==> config.mk <==
export PLATFORM = sky130hd
export DESIGN_NAME = brushless_ctrl
export DESIGN_NICKNAME = d
export VERILOG_FILES = /design/src/rtl/brushless_ctrl.sv
export SDC_FILE = /design/constraint.sdc
export NUM_CORES = 1
export LEC_CHECK = 0
export BUFFER_PORTS_ARGS = -buffer_cell sky130_fd_sc_hd__buf_2
export CORE_ASPECT_RATIO = 1.5
export CORE_MARGIN = 2
export CORE_UTILIZATION = 40
export CTS_CLUSTER_DIAMETER = 150
export DETAILED_ROUTE_END_ITERATION = 16
export PLACE_DENSITY = 0.76
export SYNTH_ARGS = -nofsm -noshare
export SYNTH_HDL_FRONTEND = slang
export SYNTH_SLANG_ARGS = --single-unit
==> constraint.sdc <==
create_clock -name clk -period 2.41 [get_ports clk]
set_input_delay 0.3615 -clock clk [delete_from_list [all_inputs] [get_ports clk]]
set_output_delay 0.3615 -clock clk [all_outputs]
set_load 0.01 [all_outputs]
==> src/rtl/brushless_ctrl.sv <==
// BLDC commutation controller: hall sync, per-period rotor latch, phase selects, duty.
// Optional out-of-sequence hall step detector built when HALL_DIR_CHECK_EN is defined.
module brushless_ctrl #(
  parameter logic [10:0] DUTY_OFFSET    = 11'h158,
  parameter int          HALL_ERR_LIMIT = 4
) (
  input  logic        clk,
  input  logic        rst_n,
  input  logic [11:0] drv_mag,
  input  logic        hallGrn,
  input  logic        hallYlw,
  input  logic        hallBlu,
  input  logic        brake_n,
  input  logic        PWM_synch,
  output logic [10:0] duty,
  output logic [1:0]  selGrn,
  output logic [1:0]  selYlw,
  output logic [1:0]  selBlu,
  output logic        hall_err,
  output logic        dir_err
);

  localparam logic [1:0] ST_IDLE  = 2'd0;
  localparam logic [1:0] ST_RUN   = 2'd1;
  localparam logic [1:0] ST_BRAKE = 2'd2;
  localparam logic [1:0] ST_FAULT = 2'd3;

  localparam logic [3:0] ERR_LIM = 4'(HALL_ERR_LIMIT);

  function automatic logic legal(input logic [2:0] h);
    return (h != 3'b000) && (h != 3'b111);
  endfunction

  logic [2:0]  hs1_q, hs1_d;
  logic [2:0]  hs2_q, hs2_d;
  logic [2:0]  rot_q, rot_d;
  logic [1:0]  state_q, state_d;
  logic [3:0]  err_q, err_d;
  logic [10:0] duty_q, duty_d;
  logic [2:0]  hall_s;
  logic [3:0]  err_inc;
  logic [11:0] sum;
  logic [10:0] sat;
  logic [5:0]  sel;
  logic        unused_bits;

  assign hall_s      = hs2_q;
  assign err_inc     = err_q + 4'd1;
  assign unused_bits = ^drv_mag[1:0];

  always_comb begin
    hs1_d = {hallGrn, hallYlw, hallBlu};
    hs2_d = hs1_q;
    rot_d = PWM_synch ? hall_s : rot_q;
  end

  always_comb begin
    state_d = state_q;
    err_d   = err_q;
    case (state_q)
      ST_IDLE: begin
        err_d = 4'd0;
        if (PWM_synch && legal(hall_s))
          state_d = ST_RUN;
      end
      ST_RUN: begin
        if (PWM_synch) begin
          if (legal(hall_s)) begin
            err_d = 4'd0;
          end else begin
            err_d = err_inc;
            if (err_inc >= ERR_LIM)
              state_d = ST_FAULT;
          end
        end
      end
      ST_BRAKE: begin
        err_d = 4'd0;
        if (brake_n)
          state_d = ST_IDLE;
      end
      default: ;
    endcase
    if (!brake_n)
      state_d = ST_BRAKE;
  end

  // 12-bit sum so an overflow past 11 bits clips instead of wrapping
  always_comb begin
    sum = {1'b0, DUTY_OFFSET} + {2'b00, drv_mag[11:2]};
    sat = sum[11] ? 11'h7FF : sum[10:0];
    unique case (1'b1)
      state_d == ST_RUN:   duty_d = sat;
      state_d == ST_BRAKE: duty_d = 11'h600;
      default:             duty_d = 11'h000;
    endcase
  end

  always_comb begin
    sel = 6'b00_00_00;
    if (state_q == ST_BRAKE) begin
      sel = 6'b11_11_11;
    end else if (state_q == ST_RUN) begin
      case (rot_q)
        3'b101:  sel = 6'b10_01_00;
        3'b100:  sel = 6'b10_00_01;
        3'b110:  sel = 6'b00_10_01;
        3'b010:  sel = 6'b01_10_00;
        3'b011:  sel = 6'b01_00_10;
        3'b001:  sel = 6'b00_01_10;
        default: sel = 6'b00_00_00;
      endcase
    end
  end

  assign {selGrn, selYlw, selBlu} = sel;
  assign duty     = duty_q;
  assign hall_err = (state_q == ST_FAULT);

  always_ff @(posedge clk or negedge rst_n) begin
    if (!rst_n) begin
      hs1_q   <= 3'b000;
      hs2_q   <= 3'b000;
      rot_q   <= 3'b000;
      state_q <= ST_IDLE;
      err_q   <= 4'd0;
      duty_q  <= 11'h000;
    end else begin
      hs1_q   <= hs1_d;
      hs2_q   <= hs2_d;
      rot_q   <= rot_d;
      state_q <= state_d;
      err_q   <= err_d;
      duty_q  <= duty_d;
    end
  end

`ifdef HALL_DIR_CHECK_EN
  function automatic logic [2:0] pos(input logic [2:0] h);
    case (h)
      3'b101:  return 3'd0;
      3'b100:  return 3'd1;
      3'b110:  return 3'd2;
      3'b010:  return 3'd3;
      3'b011:  return 3'd4;
      default: return 3'd5;
    endcase
  endfunction

  logic       dir_err_q, dir_err_d;
  logic [2:0] p_old, p_new, p_fwd, p_bwd;

  always_comb begin
    p_old     = pos(rot_q);
    p_new     = pos(hall_s);
    p_fwd     = (p_old == 3'd5) ? 3'd0 : p_old + 3'd1;
    p_bwd     = (p_old == 3'd0) ? 3'd5 : p_old - 3'd1;
    dir_err_d = 1'b0;
    if (state_q == ST_RUN && PWM_synch &&
        legal(rot_q) && legal(hall_s) &&
        rot_q != hall_s &&
        p_new != p_fwd && p_new != p_bwd)
      dir_err_d = 1'b1;
  end

  always_ff @(posedge clk or negedge rst_n) begin
    if (!rst_n) dir_err_q <= 1'b0;
    else        dir_err_q <= dir_err_d;
  end

  assign dir_err = dir_err_q;
`else
  assign dir_err = 1'b0;
`endif

endmodule

==> metrics.txt, run 1 <==
Max Fclk 0.463 GHz; Cell Area, Synth 0.00123 mm^2; period utilisation layout 89.7%; reported leakage power 0.000726 uW; worst reg2reg path startpoint state_q[0]$_DFF_PN0_; nature of the critical path endpoint flip-flop; DP Area 0.00143 mm^2; kind of cell adding the most delay to the critical path simple AND/OR/NAND/NOR gates; area of the multi-input gates 549 um^2; part of the power in combinational logic 13.9%; clock transition at the registers of the reported paths 0.08 ns; Post-CTS Repair Setup Buffers 0; cell with the biggest individual delay on the critical path sky130_fd_sc_hd__dfrtp_1; sw frac 23.9%; largest net degree at the start of global routing 27; clock tree root driver cell sky130_fd_sc_hd__clkbuf_8; aggregate routed wire length 2310 um; Internal Dissipation 655 uW; post-DR wirelength/cell 12.6 um; clk_lat worst skew 0.26 ns; required time of the worst setup path 2.57 ns; global router's overall resource usage 13.9%; number of failing setup endpoints in the final timing report 0; worst-path cell chain and2b_4, o211ai_4, o31a_1, ha_1, nand2b_1, nor2_1, mux2_2; count of unresolved DRC violations after routing 0; number of buffers added to fix hold violations after cts 0; proportion of power drawn by flip-flops and latches 54.5%; post-route antenna net violation count 0; synthesis-to-layout area growth 20.6%; Crit path arrival time 2.32 ns; fraction of layout cells with a size suffix above 1 33.1%; switching power 206 uW; cell count along the critical path 7; number of sinks driven by the clock tree 26; register area 651 um^2; launching instance or port of the critical path state_q[0]$_DFF_PN0_; number of buffers inserted during clock tree synthesis 3; slew at the pin closest to its max-slew limit 0.557 ns; Clock Path Buffers 2; pwr dens 579 mW/mm^2; remaining global-route overflow 0; total number of yosys warnings 0; count of routing violations after the opening detailed-route iteration 13; DR vias 930; Avg Synthesized Cell Area 11.2 um^2; count of instances resized after the clock tree is built 0; Fin. Hold Viols 0; I/O pin total 38; max-capacitance violation count 0; Setup WS post-layout 0.249 ns; critical path launch point type flip-flop; port buffer count 34; Crit path largest cell delay 0.48 ns; combined buffer and inverter count along the critical path 0; most common library cell in the layout ignoring fill and taps sky130_fd_sc_hd__buf_2; post-layout instance area 0.00149 mm^2; detailed-placement wirelength estimate 1860 um; CP Capture Point duty[8]$_DFF_PN0_; total negative slack for setup checks 0 ns; # diodes 0; effective utilization at floorplan 42.4%; Synthesized Nets 133; maximum fanout count along the critical path 9; antenna violations before repair 0; Final GP Congestion 0.787; gate count of the mapped netlist 110; routed via count divided by cell count 5.05; unrepaired setup endpoints after global routing no; sequential area share after synthesis 52.7%; number of global-route vias before repair 937; worst setup slack after placement 0.263 ns; highest ir drop seen on vdd 0.427 mV; standard-cell row count 24; worst reg2reg setup slack 0.25 ns; number of cells on the worst reg-to-reg path 7; total of fill cells in the finished design 277; type of the worst min-delay path in -> async; share of power burned in the clock network 31.6%; kind of critical path reg -> reg; Die Area 0.00356 mm^2; chip height 72.1 um; post-synth cell types 32; H-tree levels 1; CTS tree yes; time the worst path needs with I/O delays and setup 2.16 ns; leading cell types in the layout, fill and taps excluded sky130_fd_sc_hd__buf_2, sky130_fd_sc_hd__dfrtp_1, sky130_fd_sc_hd__o21ai_0; Worst R2R End duty[8]$_DFF_PN0_; placeable core region 0.00291 mm^2; worst slew slack as a fraction of its limit 62.9%; total design power 861 uW; Die Width 49.4 um; synthesized flop and latch total 26; Final Skew 0.00395 ns; max-slew violation count 0; global-route wire length before repair 3900 um; result of the run completed; total iterations of the first detailed-routing run 4; number of nets at the end of the flow 169
[cell families (layout without fill, tap and decap cells)]
logic type,count (synthesis),in the layout,synth area share (%)
buf+inv,7,42,2.84
flops,26,26,52.7
other cells,1,1,0.304
simple gates,42,42,21.0
mux,4,4,3.65
fa+ha+maj,4,4,4.05
xor+xnor,2,2,1.42
compound gates,24,24,14.1
[sequential cells by signal, summed over array words and instances, names as in the netlist]
register	count
rot_q	3
hall_s	3
state_q	2
hs1_q	3
err_q	4
duty	11
[cell usage after synthesis]
cell	instances	area share (%)
sky130_fd_sc_hd__nor2b_4	1	1.1
sky130_fd_sc_hd__mux2_2	4	3.6
sky130_fd_sc_hd__inv_1	4	1.2
sky130_fd_sc_hd__conb_1	1	0.30
sky130_fd_sc_hd__o31a_1	2	1.4
sky130_fd_sc_hd__a21boi_0	1	0.61
sky130_fd_sc_hd__nor3_4	1	1.3
sky130_fd_sc_hd__nor3_1	5	2.0
sky130_fd_sc_hd__buf_4	2	1.2
sky130_fd_sc_hd__or2_2	1	0.51
sky130_fd_sc_hd__and2b_4	1	0.81
sky130_fd_sc_hd__ha_1	4	4.1
sky130_fd_sc_hd__nand2b_1	4	2.0
sky130_fd_sc_hd__a21oi_1	1	0.40
sky130_fd_sc_hd__nand2_1	4	1.2
sky130_fd_sc_hd__o311ai_0	2	1.4
sky130_fd_sc_hd__o31ai_1	1	0.61
sky130_fd_sc_hd__and3_4	1	0.91
sky130_fd_sc_hd__nor2b_1	5	2.5
sky130_fd_sc_hd__dfrtp_1	26	53
sky130_fd_sc_hd__nor2_1	5	1.5
sky130_fd_sc_hd__xor2_1	2	1.4
sky130_fd_sc_hd__clkbuf_2	1	0.40
sky130_fd_sc_hd__and3b_1	1	0.71
sky130_fd_sc_hd__o21a_1	4	2.4
sky130_fd_sc_hd__nand3b_1	1	0.61
sky130_fd_sc_hd__o211ai_4	1	1.7
sky130_fd_sc_hd__o2111ai_1	2	1.4
sky130_fd_sc_hd__nand3_1	6	2.4
sky130_fd_sc_hd__nor3b_1	2	1.2
sky130_fd_sc_hd__and2_1	4	2.0
sky130_fd_sc_hd__o21ai_0	10	4.1
[how the worst min path moves through the flow]
stage / from / endpoint / slack (ns) / cells past startpoint
2_1_floorplan: rst_n / duty[0]$_DFF_PN0_ / 0.07 / 0
3_3_place_gp: hs1_q[1]$_DFF_PN0_ / hall_s[1]$_DFF_PN0_ / 0.33 / 0
4_1_cts: rst_n / duty[10]$_DFF_PN0_ / 0.09 / 1
3_5_place_dp: hs1_q[1]$_DFF_PN0_ / hall_s[1]$_DFF_PN0_ / 0.34 / 0
6_report: rst_n / duty[8]$_DFF_PN0_ / 0.07 / 1
5_1_grt: rst_n / err_q[1]$_DFFE_PN0P_ / 0.13 / 1
[routing by layer]
metal  global-route usage, %  vias up  part of all wire [%]
met3                    1.85        0                   5.6
li1                        -      453                     -
met2                    26.1       25                    54
met5                       0        -                     0
met1                    15.9      452                    40
met4                    4.76        0                     0
[area by class of cell]
cell class	count	share of cell area, %
inverters	4	1.01
flip-flops and latches	26	43.7
well taps	39	3.28
clock buffers	4	3.70
repair buffers	34	11.4
multi-input cells	77	36.9
[worst register-to-register path, cell delays in order (launching register included)]
cell	delay, ns
sky130_fd_sc_hd__dfrtp_1	0.48
sky130_fd_sc_hd__and2b_4	0.25
sky130_fd_sc_hd__o211ai_4	0.11
sky130_fd_sc_hd__o31a_1	0.32
sky130_fd_sc_hd__ha_1	0.35
sky130_fd_sc_hd__nand2b_1	0.23
sky130_fd_sc_hd__nor2_1	0.06
sky130_fd_sc_hd__mux2_2	0.26
[stage by stage]
step	cells	utilization (%)	hold WS [ns]
finish	184	51.1	0.0732
global route	184	51.1	0.132
floorplan	110	-	0.0659
CTS	184	51.1	0.0930
detailed placement	180	49.2	0.340
global placement	180	49.2	0.333
[power by group through the flow]
stage	Sequential (uW)	Combinational [uW]	Clock, uW
3_5_place_dp	479	121	0
2_1_floorplan	478	68.1	0
3_3_place_gp	477	116	0
5_1_grt	472	136	296
6_report	470	120	272
4_1_cts	470	121	284
Note: power is estimated with default switching activity, not from simulation.
==> run 2, diff against run 1 <==
- ABC_AREA: unset -> 1
- PLACE_DENSITY: 0.76 -> 0.77
- SLEW_MARGIN: unset -> 20
==> run 2 against run 1 <==
Effect of this change:
- clock skew fell by 0.00063 ns
- routed wire length fell by 7.8%
- final cell count rose by 6.5%
- die area fell by 6.1%
- clock power rose by 30%
- total power rose by 7.7%
- setup slack improved by 0.24 ns
- register-to-register slack improved by 0.24 ns
- combinational power fell by 9%
- critical path type unchanged
- critical endpoint is now duty[7]$_DFF_PN0_
- largest cell class unchanged
- highest routed layer is now met4
==> metrics.txt, run 2 <==
routed via count divided by cell count 4.72; kind of critical path reg -> reg; effective utilization at floorplan 42.6%; share of power burned in the clock network 38.1%; most common library cell in the layout ignoring fill and taps sky130_fd_sc_hd__buf_2; Layout Cells excl Fill 196; period utilisation layout 79.5%; max-capacitance violation count 0; gate count of the mapped netlist 123; Clock Path Buffers 2; Die Area 0.00334 mm^2; pwr dens 649 mW/mm^2; Final GP Congestion 0.773; worst slew slack as a fraction of its limit 62.2%; standard-cell row count 23; required time of the worst setup path 2.61 ns; result of the run completed; time the worst path needs with I/O delays and setup 1.92 ns; register area 651 um^2; total number of yosys warnings 0; proportion of power drawn by flip-flops and latches 50.2%; utilization after layout 52.8%; Crit path largest cell delay 0.43 ns; leading cell types in the layout, fill and taps excluded sky130_fd_sc_hd__buf_2, sky130_fd_sc_hd__nand2_1, sky130_fd_sc_hd__dfrtp_1; count of instances resized after the clock tree is built 0; number of enable-type register cells in the synthesized netlist 0; Avg Synthesized Cell Area 9.38 um^2; highest ir drop seen on vdd 0.562 mV; port buffer count 34; number of global-route vias before repair 880; number of nets at the end of the flow 183; global router's overall resource usage 13.9%; DR vias 925; clock tree root driver cell sky130_fd_sc_hd__clkbuf_8; detailed-placement wirelength estimate 1720 um; most instantiated library cell after synthesis sky130_fd_sc_hd__nand2_1; total design power 928 uW; largest net degree at the start of global routing 27; max-slew violation count 0; Fin. Hold Viols 0; remaining global-route overflow 0; Internal Dissipation 717 uW; Synthesized Nets 146; synthesis-to-layout area growth 23.9%; slew at the pin closest to its max-slew limit 0.567 ns; most instantiated cells after synthesis sky130_fd_sc_hd__nand2_1, sky130_fd_sc_hd__dfrtp_1, sky130_fd_sc_hd__inv_1; I/O pin total 38; unrepaired setup endpoints after global routing no; Post-CTS Repair Setup Buffers 0; area share of the largest cell type after synthesis 56.4%; Die Width 47.9 um; worst-path cell chain ha_1, xor2_1, nand2_2, nand4_2, inv_2, ha_1, inv_1, nor2_1, o21ai_0, a21oi_1; Max Fclk 0.522 GHz; number of failing setup endpoints in the final timing report 0; total negative slack for setup checks 0 ns; post-route antenna net violation count 0; number of sinks driven by the clock tree 26; cell repeated most along the worst path sky130_fd_sc_hd__ha_1; placeable core region 0.00271 mm^2; CTS tree yes; number of placed instances with taps included 192; leading cell types by total area after synthesis sky130_fd_sc_hd__dfrtp_1, sky130_fd_sc_hd__nand2_1, sky130_fd_sc_hd__inv_1, sky130_fd_sc_hd__o31ai_1, sky130_fd_sc_hd__ha_1; Largest register FFs 11; area of the multi-input gates 408 um^2; sequential area share after synthesis 56.4%; number of buffers inserted during clock tree synthesis 3; count of unresolved DRC violations after routing 0; fraction of layout cells with a size suffix above 1 28.9%; synthesized flop and latch total 26; Final Skew 0.00333 ns; maximum fanout count along the critical path 6; count of routing violations after the opening detailed-route iteration 10; clk_lat worst skew 0.27 ns; post-synth cell types 19; total iterations of the first detailed-routing run 4; critical path launch point type flip-flop; chip height 69.8 um; Cell Area, Synth 0.00115 mm^2; post-DR wirelength/cell 10.9 um; global-route wire length before repair 3480 um; # diodes 0; Crit path arrival time 2.11 ns; worst setup slack after placement 0.514 ns; H-tree levels 1; number of buffers added to fix hold violations after cts 0; async set-reset flop share out of synthesis 100%; cell with the biggest individual delay on the critical path sky130_fd_sc_hd__dfrtp_1; aggregate routed wire length 2130 um; part of the power in combinational logic 11.7%; switching power 211 uW; Setup WS post-layout 0.494 ns; cell accounting for the most synthesized area sky130_fd_sc_hd__dfrtp_1; nature of the critical path endpoint flip-flop; sw frac 22.7%; antenna violations before repair 0; reported leakage power 0.000827 uW; type of the worst min-delay path in -> async; total of fill cells in the finished design 266; dominant synthesized flop cell sky130_fd_sc_hd__dfrtp_1; clock transition at the registers of the reported paths 0.09 ns
run 2: power by group through the flow:
stage / Sequential, uW / Clock (uW) / Combinational, uW
floorplan: 477 / 0 / 57.3
global placement: 473 / 0 / 105
detailed placement: 474 / 0 / 111
CTS: 466 / 360 / 111
global route: 468 / 372 / 125
finish: 466 / 353 / 109
run 2: cells by family after synthesis:
group / synth area share, %
AND/OR/NAND/NOR: 18.8
XOR/XNOR: 1.52
flip-flops: 56.4
AO/OA/AOI/OAI: 10.4
buffers and inverters: 8.24
other: 0.325
adder cells (fa/ha/maj): 4.34
run 2: per-layer routing:
layer	GRT usage, %	part of all wire [%]	wire length, um
met3	2.60	4.4	93
met5	0	0	0
met2	23.9	55	1170
met4	4.50	0.61	13
met1	16.5	40	855
run 2: final timing paths:
check | startpoint | slack, ns | cells after the start | end
max in group asynchronous | rst_n | 1.95 | 1 | err_q[0]$_DFFE_PN0P_
min in group clk | hallYlw | 0.19 | 1 | hs1_q[1]$_DFF_PN0_
worst max register to register | err_q[0]$_DFFE_PN0P_ | 0.49 | 10 | duty[7]$_DFF_PN0_
worst max-delay path | err_q[0]$_DFFE_PN0P_ | 0.49 | 10 | duty[7]$_DFF_PN0_
worst min register to register | hs1_q[0]$_DFF_PN0_ | 0.35 | 0 | hall_s[0]$_DFF_PN0_
worst min-delay path | rst_n | 0.08 | 1 | rot_q[1]$_DFFE_PN0P_
run 2: critical path: cells and delay by family, from the launching register on:
kind / cells / cell delay, ns
XOR/XNOR: 1 / 0.16
buffers and inverters: 2 / 0.15
flip-flops: 1 / 0.43
AND/OR/NAND/NOR: 3 / 0.39
AO/OA/AOI/OAI: 2 / 0.23
adder cells (fa/ha/maj): 2 / 0.48
run 2: cell type report:
cell class / instances / share of cell area (%)
repair buffers: 34 / 11.9
clock inverters: 1 / 2.10
clock buffers: 3 / 2.89
well taps: 37 / 3.24
multi-input cells: 73 / 28.5
inverters: 22 / 5.78
flip-flops and latches: 26 / 45.5
run 2: metrics by stage:
stage          cell area (um^2)  hold WS, ns
6_report                   1430       0.0757
5_1_grt                    1430        0.125
2_1_floorplan              1150       0.0659
3_5_place_dp               1360        0.336
3_3_place_gp               1360        0.332
4_1_cts                    1430       0.0922
==> run 3, diff against run 2 <==
- ABC_AREA: 1 -> 0
- PLACE_DENSITY: 0.77 -> 0.78
- clock period: 2.41 -> 1.57 ns (I/O delays scaled with it)
==> run 3 against run 2 <==
Effect of this change:
- the run now ends with negative setup slack left
- sequential share of layout area down 10 points
- routed wire length up 49%
- critical endpoint is now duty[9]$_DFF_PN0_
- fmax down 2.7%
- clock power up 56%
- total power up 66%
- clock-buffer cell count unchanged
- die area up 6.5%
==> metrics.txt, run 3 (synthesis results as in run 1) <==
detailed-placement wirelength estimate 2210 um; global-route wire length before repair 4950 um; antenna violations before repair 0; reported leakage power 0.000902 uW; number of nets at the end of the flow 198; WHS 0.0647 ns; largest net degree at the start of global routing 27; standard-cell row count 24; Setup WS post-layout -0.399 ns; required time of the worst setup path 1.74 ns; number of placed instances with taps included 199; most common library cell in the layout ignoring fill and taps sky130_fd_sc_hd__buf_2; cell count along the critical path 8; critical path launch point type flip-flop; fraction of layout cells with a size suffix above 1 54.6%; time the worst path needs with I/O delays and setup 1.97 ns; end point of the worst hold path hs1_q[2]$_DFF_PN0_; kind of cell adding the most delay to the critical path compound AO/OA/AOI/OAI gates; remaining global-route overflow 0; Crit path arrival time 2.14 ns; post-route antenna net violation count 0; worst reg2reg path startpoint err_q[1]$_DFFE_PN0P_; # diodes 0; placeable core region 0.00291 mm^2; Final GP Congestion 0.785; period utilisation layout 125%; synthesis-to-layout area growth 49.4%; global router's overall resource usage 17.7%; number of cells on the worst reg-to-reg path 8; effective utilization at floorplan 42.4%; cell with the biggest individual delay on the critical path sky130_fd_sc_hd__dfrtp_1; slew at the pin closest to its max-slew limit 0.585 ns; Worst R2R End duty[9]$_DFF_PN0_; total design power 1540 uW; nature of the critical path endpoint flip-flop; number of failing setup endpoints in the final timing report 17; maximum fanout count along the critical path 5; number of global-route vias before repair 1157; clock tree root driver cell sky130_fd_sc_hd__clkbuf_8; total iterations of the first detailed-routing run 4; worst min-delay path startpoint hallGrn; count of routing violations after the opening detailed-route iteration 18; result of the run finished, violations left; total negative slack for setup checks -3.49 ns; Fin. Hold Viols 0; worst-path cell chain ha_2, nand2_2, nor3_4, o31a_1, ha_4, nor3b_1, o311ai_1, o311ai_1; DP Area 0.00160 mm^2; count of unresolved DRC violations after routing 0; violations in the final reports negative setup slack; count of cells along the worst hold path 1; clock transition at the registers of the reported paths 0.09 ns; Final Skew 0.00304 ns; number of sinks driven by the clock tree 26; unrepaired setup endpoints after global routing yes; I/O pin total 38; Clock Path Buffers 2; Max Fclk 0.508 GHz; max-slew violation count 0; H-tree levels 1; post-layout instance area 0.00185 mm^2; clk_lat worst skew 0.27 ns; max-capacitance violation count 0; Largest register FFs 11; chip height 72.1 um; type of the worst min-delay path in -> reg; post-DR wirelength/cell 14.9 um; aggregate routed wire length 3170 um; Die Area 0.00356 mm^2; CTS tree yes; port buffer count 34; combined buffer and inverter count along the critical path 0; cell repeated most along the worst path sky130_fd_sc_hd__o311ai_1; Die Width 49.4 um; number of buffers inserted during clock tree synthesis 3; Crit path largest cell delay 0.42 ns; routed via count divided by cell count 5.16; worst slew slack as a fraction of its limit 61.0%; total of fill cells in the finished design 251; kind of critical path reg -> reg; DR vias 1100; pwr dens 834 mW/mm^2; Layout Cells excl Fill 213; worst reg2reg setup slack -0.40 ns; highest ir drop seen on vdd 0.900 mV; leading cell types in the layout, fill and taps excluded sky130_fd_sc_hd__buf_2, sky130_fd_sc_hd__dfrtp_1, sky130_fd_sc_hd__buf_4
## run 3: worst max-delay path by stage
stage / from / end / slack [ns]
2_1_floorplan: hall_s[2]$_DFF_PN0_ / duty[8]$_DFF_PN0_ / -0.27
4_1_cts: err_q[1]$_DFFE_PN0P_ / duty[8]$_DFF_PN0_ / -0.33
5_1_grt: state_q[1]$_DFF_PN0_ / duty[7]$_DFF_PN0_ / -0.47
3_3_place_gp: err_q[0]$_DFFE_PN0P_ / duty[8]$_DFF_PN0_ / -0.28
6_report: err_q[1]$_DFFE_PN0P_ / duty[9]$_DFF_PN0_ / -0.40
3_5_place_dp: err_q[0]$_DFFE_PN0P_ / duty[8]$_DFF_PN0_ / -0.35
## run 3: stage by stage
step	setup slack [ns]	utilization, %
5_1_grt	-0.467	63.4
2_1_floorplan	-0.273	-
4_1_cts	-0.332	61.0
6_report	-0.399	63.4
3_5_place_dp	-0.351	55.0
3_3_place_gp	-0.280	55.0
## run 3: metal layers
metal	vias to the layer above	track usage [%]	wire length [um]
li1	516	-	-
met1	546	19.0	1130
met2	32	35.4	1870
met3	6	1.03	102
met4	0	6.67	65
met5	-	0	0
## run 3: final cells by class
cell class / count / area [um^2] / share of cell area [%]
inverter: 4 / 15.0 / 0.814
clock inverter: 1 / 30.0 / 1.63
clock buffer: 3 / 41.3 / 2.24
sequential: 26 / 651 / 35.3
timing repair buffer: 63 / 417 / 22.6
tap: 39 / 48.8 / 2.64
multi-input combinational: 77 / 643 / 34.8
## run 3: where the power goes
group          internal, uW  switching, uW  leakage, uW
Sequential              700           24.5     0.000336
Clock                   341            208    0.0000357
Combinational           135            131     0.000530
Total                  1180            363     0.000902
## run 3: timing repair
item                                    4_1_cts  5_1_grt
endpoints found under the setup margin       17       17
gates resized for setup                      19       15
pin swaps                                     2        5
hold buffers                                  1        0
hold endpoints to repair                     26        0
buffers inserted                              8        4
